$ cat config.mk
export PLATFORM = sky130hd
export DESIGN_NAME = led_blink_timebase
export DESIGN_NICKNAME = d
export VERILOG_FILES = /design/src/rtl/led_blink_timebase.sv
export SDC_FILE = /design/constraint.sdc
export NUM_CORES = 1
export LEC_CHECK = 0
export BUFFER_PORTS_ARGS = -buffer_cell sky130_fd_sc_hd__buf_4
export CAP_MARGIN = 25
export CORE_MARGIN = 8
export CORE_UTILIZATION = 40
export DETAILED_ROUTE_END_ITERATION = 10
export SLEW_MARGIN = 40
export SYNTH_ARGS = -nofsm -noshare
export SYNTH_HDL_FRONTEND = slang
export SYNTH_SLANG_ARGS = --single-unit
$ cat constraint.sdc
create_clock -name SYSCLK -period 3.94 [get_ports SYSCLK]
set_input_delay 0.788 -clock SYSCLK [delete_from_list [all_inputs] [get_ports SYSCLK]]
set_output_delay 0.788 -clock SYSCLK [all_outputs]
set_load 0.01 [all_outputs]
$ cat src/rtl/led_blink_timebase.sv
// Blink-pattern timebase for the status LEDs: one prescaler chain (1 ms -> phase slot -> 32-slot frame)
// drives every pattern enable, so all LED patterns stay phase-aligned and can be realigned together.
module led_blink_timebase #(
    parameter int MS_DIV   = 25000,
    parameter int PHASE_MS = 125,
    parameter int SLOW_MS  = 700
) (
    input  logic SYSCLK,
    input  logic RESET_N,
    input  logic BLINK_RESTART,
    output logic TICK_1MS,
    output logic TICK_125MS,
    output logic CLK_1HZ,
    output logic CLK_2HZ,
    output logic CLK_4HZ,
    output logic CLK_4HZ_500MS,
    output logic CLK_4HZ_3500MS,
    output logic CLK_07S
);

    localparam int              MS_W      = $clog2(MS_DIV);
    localparam logic [MS_W-1:0] MS_LAST   = MS_W'(MS_DIV - 1);
    localparam logic [9:0]      SLOT_LAST = 10'(PHASE_MS - 1);
    localparam logic [9:0]      SLOW_LAST = 10'(SLOW_MS - 1);

    // Slot and slow counters are 10 bits wide, so their terminal counts must fit in 10 bits.
    generate
        if (MS_DIV < 2 || PHASE_MS < 2 || SLOW_MS < 2 || PHASE_MS > 1024 || SLOW_MS > 1024) begin : g_bad_param
            $error("led_blink_timebase: MS_DIV, PHASE_MS and SLOW_MS must be >= 2 (and PHASE_MS, SLOW_MS <= 1024)");
        end
    endgenerate

    logic [MS_W-1:0] ms_cnt_q, ms_cnt_d;
    logic [9:0]      slot_cnt_q, slot_cnt_d;
    logic [4:0]      ph_q, ph_d;
    logic [9:0]      slow_cnt_q, slow_cnt_d;
    logic            slow_lvl_q, slow_lvl_d;

    logic tick_1ms_q, tick_1ms_d;
    logic tick_slot_q, tick_slot_d;
    logic clk_1hz_q, clk_1hz_d;
    logic clk_2hz_q, clk_2hz_d;
    logic clk_4hz_q, clk_4hz_d;
    logic clk_4hz_500ms_q, clk_4hz_500ms_d;
    logic clk_4hz_3500ms_q, clk_4hz_3500ms_d;
    logic clk_07s_q, clk_07s_d;

    logic tick_1ms;
    logic tick_slot;
    logic slow_wrap;

    always_comb begin
        tick_1ms  = (ms_cnt_q == MS_LAST);
        tick_slot = tick_1ms && (slot_cnt_q == SLOT_LAST);
        slow_wrap = tick_1ms && (slow_cnt_q == SLOW_LAST);

        ms_cnt_d   = ms_cnt_q;
        slot_cnt_d = slot_cnt_q;
        ph_d       = ph_q;
        slow_cnt_d = slow_cnt_q;
        slow_lvl_d = slow_lvl_q;

        if (BLINK_RESTART) begin
            ms_cnt_d   = '0;
            slot_cnt_d = '0;
            ph_d       = '0;
            slow_cnt_d = '0;
            slow_lvl_d = 1'b1;
        end else begin
            ms_cnt_d = tick_1ms ? '0 : ms_cnt_q + 1'b1;
            if (tick_1ms) begin
                slot_cnt_d = (slot_cnt_q == SLOT_LAST) ? '0 : slot_cnt_q + 10'd1;
                slow_cnt_d = slow_wrap ? '0 : slow_cnt_q + 10'd1;
            end
            if (tick_slot) begin
                ph_d = ph_q + 5'd1;
            end
            if (slow_wrap) begin
                slow_lvl_d = ~slow_lvl_q;
            end
        end

        // Patterns decode the pre-update counter state; a restart only suppresses the tick strobes.
        clk_4hz_d        = ~ph_q[0];
        clk_2hz_d        = ~ph_q[1];
        clk_1hz_d        = ~ph_q[2];
        clk_4hz_500ms_d  = ~ph_q[0] & ~ph_q[2];
        clk_4hz_3500ms_d = ~ph_q[0] & (ph_q[4:2] == 3'd0);
        clk_07s_d        = slow_lvl_q;
        tick_1ms_d       = tick_1ms & ~BLINK_RESTART;
        tick_slot_d      = tick_slot & ~BLINK_RESTART;
    end

    always_ff @(posedge SYSCLK or negedge RESET_N) begin
        if (!RESET_N) begin
            ms_cnt_q         <= '0;
            slot_cnt_q       <= '0;
            ph_q             <= '0;
            slow_cnt_q       <= '0;
            slow_lvl_q       <= 1'b1;
            tick_1ms_q       <= 1'b0;
            tick_slot_q      <= 1'b0;
            clk_1hz_q        <= 1'b0;
            clk_2hz_q        <= 1'b0;
            clk_4hz_q        <= 1'b0;
            clk_4hz_500ms_q  <= 1'b0;
            clk_4hz_3500ms_q <= 1'b0;
            clk_07s_q        <= 1'b0;
        end else begin
            ms_cnt_q         <= ms_cnt_d;
            slot_cnt_q       <= slot_cnt_d;
            ph_q             <= ph_d;
            slow_cnt_q       <= slow_cnt_d;
            slow_lvl_q       <= slow_lvl_d;
            tick_1ms_q       <= tick_1ms_d;
            tick_slot_q      <= tick_slot_d;
            clk_1hz_q        <= clk_1hz_d;
            clk_2hz_q        <= clk_2hz_d;
            clk_4hz_q        <= clk_4hz_d;
            clk_4hz_500ms_q  <= clk_4hz_500ms_d;
            clk_4hz_3500ms_q <= clk_4hz_3500ms_d;
            clk_07s_q        <= clk_07s_d;
        end
    end

    assign TICK_1MS       = tick_1ms_q;
    assign TICK_125MS     = tick_slot_q;
    assign CLK_1HZ        = clk_1hz_q;
    assign CLK_2HZ        = clk_2hz_q;
    assign CLK_4HZ        = clk_4hz_q;
    assign CLK_4HZ_500MS  = clk_4hz_500ms_q;
    assign CLK_4HZ_3500MS = clk_4hz_3500ms_q;
    assign CLK_07S        = clk_07s_q;

endmodule

==> impl_metrics.json, run 1 <==
{
  "status": "completed",
  "syn_area_sq_mm": 0.00260,
  "cts_hold_buf": 0,
  "synth_warnings": 0,
  "syn_nets": 280,
  "maxCapViolCount": 0,
  "fin_tns_setup_ns": 0,
  "rr_endpoint": "slow_cnt_q[3]",
  "pwr_density_cell_mw_per_mm2": 301,
  "p_leak_nw": 1.07,
  "synth_common_cells": "dfrtp_1 (48), a21oi_1 (23), nand2_1 (22), nor2_1 (22), nand3_1 (21)",
  "vias": 2011,
  "drt-total-wl_mm": 5.20,
  "synthToLayoutAreaGrowth_pct": 7.21,
  "rows": 29,
  "postCtsSetupBuffers": 0,
  "synth_largest_area_cell": "dfrtp_1",
  "start_util": 0.412,
  "finalSetupViolCount": 0,
  "hold_viol": 0,
  "post-dp-hpwl_mm": 3.45,
  "path_class": "register to register",
  "port-buffer-count": 10,
  "io_pins": 11,
  "cts_tree": "built",
  "hold_path.class": "register to register",
  "synth_seq_cells": 49,
  "endpoint_kind": "register",
  "max_freq_mhz": 426,
  "synth_edf_count": 0,
  "gr-usage-met1": 0.152,
  "clk_path_buf_depth": 2,
  "drtPass1Iterations": 4,
  "reg2reg_setup_slack_ns": 1.59,
  "clock_latency_ns": 0.29,
  "period_share": 0.595,
  "h-tree-depth": 2,
  "drt_iter0_drc": 115,
  "rr_startpoint": "ms_cnt_q[0]",
  "drive_above_1_share": 0.123,
  "synth_top_area_frac": 0.462,
  "slew_headroom": 0.579,
  "tightest_slew_ns": 0.630,
  "numCtsBuffers": 5,
  "synth_cells": 272,
  "ys_types": 49,
  "ys_seq_area_frac": 0.472,
  "crit_start": "ms_cnt_q[0]",
  "nNetsFinal": 285,
  "cp.required_ns": 4.16,
  "grt_pass1_wl_mm": 9.27,
  "rsz0062_at_grt": "no",
  "critPathCapture": "slow_cnt_q[3]",
  "synth_most_common_cell": "dfrtp_1",
  "finalClockSkew_ns": 0.00678,
  "gr-usage-met3": 0.0256,
  "cts-root-buf": "clkbuf_8",
  "peakVddDrop_mv": 0.154,
  "drc": 0,
  "synthFlopType": "dfrtp_1",
  "synth_area_leaders": "dfrtp_1 (46%), a21oi_1 (4.4%), nand3_1 (4.0%)",
  "dieArea_sq_mm": 0.00934,
  "routedWlPerCell_microns": 14.7,
  "period_needed_ns": 2.35,
  "grt_max_degree": 50,
  "cts_resized": 0,
  "core_area_sq_mm": 0.00631,
  "clk_pin_slew_ns": 0.09,
  "async_flop_share": 1.00,
  "slew_violations": 0,
  "ff2ff_path_depth": 5,
  "place.gp.congestion": 0.813,
  "arrival_ns": 2.57,
  "viasPerCell": 5.68,
  "grt_pass1_vias": 1943,
  "grt_util_all_layers": 0.113,
  "globalRoute.totalOverflow": 0,
  "grt_busiest_layer": "met2",
  "use_met2": 0.178,
  "antenna_found_initial": 0,
  "clock-sinks": 49,
  "die_h_microns": 96.7,
  "avgSynthCellArea_sq_um": 9.57,
  "utilization": 0.442,
  "antenna_cells_inserted": 0,
  "postRouteAntennaNets": 0,
  "cp_max_fo": 28,
  "worst_setup_path_start_kind": "register",
  "die_w_microns": 96.7
}
## cells in the final DEF, fill, tap and decap left out, drive strengths merged
cell	instances
nor2	22
o32ai	2
and4b	3
inv	10
a21oi	23
and4bb	1
xor2	4
and4	3
dfstp	1
a31oi	3
o31ai	2
mux2	1
or4b	4
nand3b	1
buf	11
or4	7
mux2i	3
and2	4
a21boi	2
o211ai	5
or2	1
and3	5
nor4	4
nor3	1
a32o	1
xnor2	5
or3	11
or2b	1
dfrtp	48
ha	5
o41ai	2
nand2	22
nand2b	1
clkbuf	7
nand3	21
o21ai	16
nand4	11
nor4b	3
## critical path, cell delays in order (launching register included)
cell	delay (ns)
dfrtp_1	0.39
ha_1	0.22
and4b_2	0.25
nand4_2	0.51
or4b_2	0.80
o21ai_0	0.09
## registers in the layout, summed over array words and instances (netlist names)
register and cells:
CLK_4HZ 1, ms_cnt_q 15, CLK_4HZ_3500MS 1, CLK_4HZ_500MS 1
CLK_07S 1, TICK_125MS 1, slow_cnt_q 10, ph_q 5
clk_07s_d 1, slot_cnt_q 10, CLK_1HZ 1, CLK_2HZ 1
TICK_1MS 1
## worst min path at each step
stage                          from       to  slack, ns  cells after the start
after floorplan           clk_07s_d  CLK_07S       0.39                      0
after global placement    clk_07s_d  CLK_07S       0.40                      0
after detailed placement  clk_07s_d  CLK_07S       0.40                      0
after CTS                 clk_07s_d  CLK_07S       0.41                      0
after global routing      clk_07s_d  CLK_07S       0.42                      0
final                     clk_07s_d  CLK_07S       0.41                      0
## final cells by class
class	instances	area [sq um]
flip-flops and latches	49	1230
clock buffers	7	86.3
fillers	652	3520
well taps	77	96.3
multi-input cells	200	1260
inverters	10	37.5
repair buffers	11	82.6
## report_power, final
| part | switching (mW) | internal [mW] |
|---|---|---|
| registers | 0.00782 | 0.508 |
| logic | 0.0241 | 0.00746 |
| clock network | 0.152 | 0.140 |
| total | 0.184 | 0.655 |
## routing by layer
| layer | vias up | part of all wire |
|---|---|---|
| met4 | 0 | 0.012 |
| met2 | 21 | 0.45 |
| met5 | - | 0 |
| met3 | 5 | 0.026 |
| met1 | 975 | 0.51 |
| li1 | 1010 | - |
## stage by stage
stage	hold slack [ns]	setup slack, ns	instance area (sq um)	std cells	total power [mW]
floorplan	0.392	2.17	2600	272	0.543
global placement	0.396	1.60	2700	347	0.557
detailed placement	0.396	1.57	2700	347	0.558
CTS	0.412	1.55	2790	354	0.854
global route	0.419	1.40	2790	354	0.879
finish	0.411	1.59	2790	354	0.839
## logic make-up (layout without fill, tap and decap cells)
kind of cell    after synthesis  in the layout  share of synthesized area
compound gates               56             56                      0.125
simple gates                126            126                      0.288
xor+xnor                      9              9                     0.0303
buf+inv                      23             28                     0.0442
flops                        49             49                      0.472
fa+ha+maj                     5              5                     0.0240
mux                           4              4                     0.0159
No activity file was read; power rests on OpenSTA's default activity.
==> run 2, diff against run 1 <==
==> constraint.sdc (replaced) <==
create_clock -name SYSCLK -period 2.29 [get_ports SYSCLK]
set_input_delay 0.458 -clock SYSCLK [delete_from_list [all_inputs] [get_ports SYSCLK]]
set_output_delay 0.458 -clock SYSCLK [all_outputs]
set_load 0.01 [all_outputs]
==> run 2 against run 1 <==
Net effect:
- sequential power is 72% higher
- die area unchanged
- count of clock-buffer cells in the layout is the same
- critical path type unchanged
- critical endpoint is now ph_q[4]
==> impl_metrics.json, run 2 (synthesized netlist as in run 1, its figures left out) <==
{
  "utilization": 0.450,
  "fin_tns_setup_ns": 0,
  "tightest_slew_ns": 0.617,
  "path_class": "register to register",
  "synthToLayoutAreaGrowth_pct": 9.23,
  "grt_pass1_wl_mm": 9.72,
  "regMostFlops": "ms_cnt_q",
  "reg_top3": "ms_cnt_q: 15 flops, slot_cnt_q: 10 flops, slow_cnt_q: 10 flops",
  "clk_path_buf_depth": 2,
  "nNetsFinal": 290,
  "vias": 2072,
  "start_util": 0.412,
  "final_common_cell": "dfrtp_1",
  "die_h_microns": 96.7,
  "maxCapViolCount": 0,
  "dieArea_sq_mm": 0.00934,
  "antenna_found_initial": 0,
  "drtPass1Iterations": 4,
  "globalRoute.totalOverflow": 0,
  "endpoint_kind": "register",
  "cts_tree": "built",
  "period_needed_ns": 2.02,
  "cp_max_fo": 7,
  "viasPerCell": 5.76,
  "drive_above_1_share": 0.145,
  "numCtsBuffers": 5,
  "wl_met1_mm": 2.61,
  "rsz0062_at_grt": "no",
  "drt_iter0_drc": 142,
  "cts_resized": 0,
  "largest_reg_flops": 15,
  "hold_path.class": "input pin to asynchronous set/reset pin",
  "clock-sinks": 49,
  "route.met3.wl_microns": 214,
  "highest_layer": "met4",
  "arrival_ns": 2.25,
  "peakVddDrop_mv": 0.262,
  "drc": 0,
  "cts_hold_buf": 0,
  "wl_met2_mm": 2.56,
  "slew_headroom": 0.589,
  "drt-total-wl_mm": 5.45,
  "worst_setup_path_start_kind": "register",
  "h-tree-depth": 2,
  "slew_violations": 0,
  "grt_util_all_layers": 0.122,
  "postCtsSetupBuffers": 0,
  "rows": 29,
  "post-dp-hpwl_mm": 3.59,
  "port-buffer-count": 10,
  "antenna_cells_inserted": 0,
  "place.gp.congestion": 0.792,
  "status": "completed",
  "p_leak_nw": 1.10,
  "clock_latency_ns": 0.30,
  "cts-root-buf": "clkbuf_8",
  "core_area_sq_mm": 0.00631,
  "pwr_density_cell_mw_per_mm2": 529,
  "io_pins": 11,
  "finalSetupViolCount": 0,
  "clk_pin_slew_ns": 0.09,
  "postRouteAntennaNets": 0,
  "period_share": 0.884,
  "fillers": 615,
  "routedWlPerCell_microns": 15.1,
  "grt_pass1_vias": 2111,
  "grt_max_degree": 50,
  "max_freq_mhz": 494,
  "cp.required_ns": 2.52,
  "hold_viol": 0,
  "finalClockSkew_ns": 0.0102,
  "layout_common_cells": "dfrtp_1 (48), a21oi_1 (23), nand2_1 (22), nor2_1 (22), nand3_1 (21)",
  "die_w_microns": 96.7
}
==> run 2: changes by cell type in the layout (fill, tap and decap cells not counted) <==
cell	before	now
clkinv_2	0	1
clkbuf_8	6	7
clkbuf_1	1	0
buf_4	11	16
==> run 2: critical path: stages, from the launching register on <==
cell and delay [ns]:
dfrtp_1 0.40, ha_1 0.23, and4b_1 0.23, nand4_1 0.25
or4b_2 0.70, a21oi_1 0.16
==> run 2: through the flow <==
step | hold slack (ns) | power (mW) | instances | worst slack (ns) | area, sq um
5_1_grt | 0.216 | 1.57 | 360 | 0.0835 | 2840
3_5_place_dp | 0.398 | 0.961 | 352 | 0.265 | 2740
2_1_floorplan | 0.162 | 0.934 | 272 | 0.522 | 2600
6_report | 0.160 | 1.50 | 360 | 0.265 | 2840
3_3_place_gp | 0.398 | 0.960 | 352 | 0.340 | 2740
4_1_cts | 0.182 | 1.54 | 360 | 0.233 | 2840
==> run 2: final cells by class <==
class / instances / area [sq um] / share of cell area
Multi-Input combinational cell: 200 / 1260 / 0.443
Sequential cell: 49 / 1230 / 0.432
Timing Repair Buffer: 16 / 120 / 0.0423
Clock buffer: 7 / 96.3 / 0.0339
Tap cell: 77 / 96.3 / 0.0339
Inverter: 10 / 37.5 / 0.0132
Clock inverter: 1 / 5.00 / 0.00176
==> run 2: where the power goes <==
part	leakage, nW	total [mW]	internal (mW)	switching, mW
clock	0.0542	0.562	0.274	0.288
combinational	0.400	0.0549	0.0136	0.0412
sequential	0.646	0.887	0.873	0.0135
total	1.10	1.50	1.16	0.343
==> run 2: worst paths after layout <==
| path | from | to | slack (ns) | depth (start not counted) |
|---|---|---|---|---|
| worst min register to register | clk_07s_d | CLK_07S | 0.41 | 0 |
| worst max-delay path | ms_cnt_q[0] | ph_q[4] | 0.27 | 5 |
| min in group SYSCLK | clk_07s_d | CLK_07S | 0.41 | 0 |
| worst max register to register | ms_cnt_q[0] | ph_q[4] | 0.27 | 5 |
| worst min-delay path | RESET_N | ms_cnt_q[7] | 0.16 | 1 |
| max in group asynchronous | RESET_N | slot_cnt_q[6] | 1.70 | 1 |
==> run 2: per-layer routing <==
layer  track usage  vias up
met5             0        -
met4        0.0414        0
met1         0.157     1010
li1              -     1016
met3        0.0299        6
met2         0.193       40
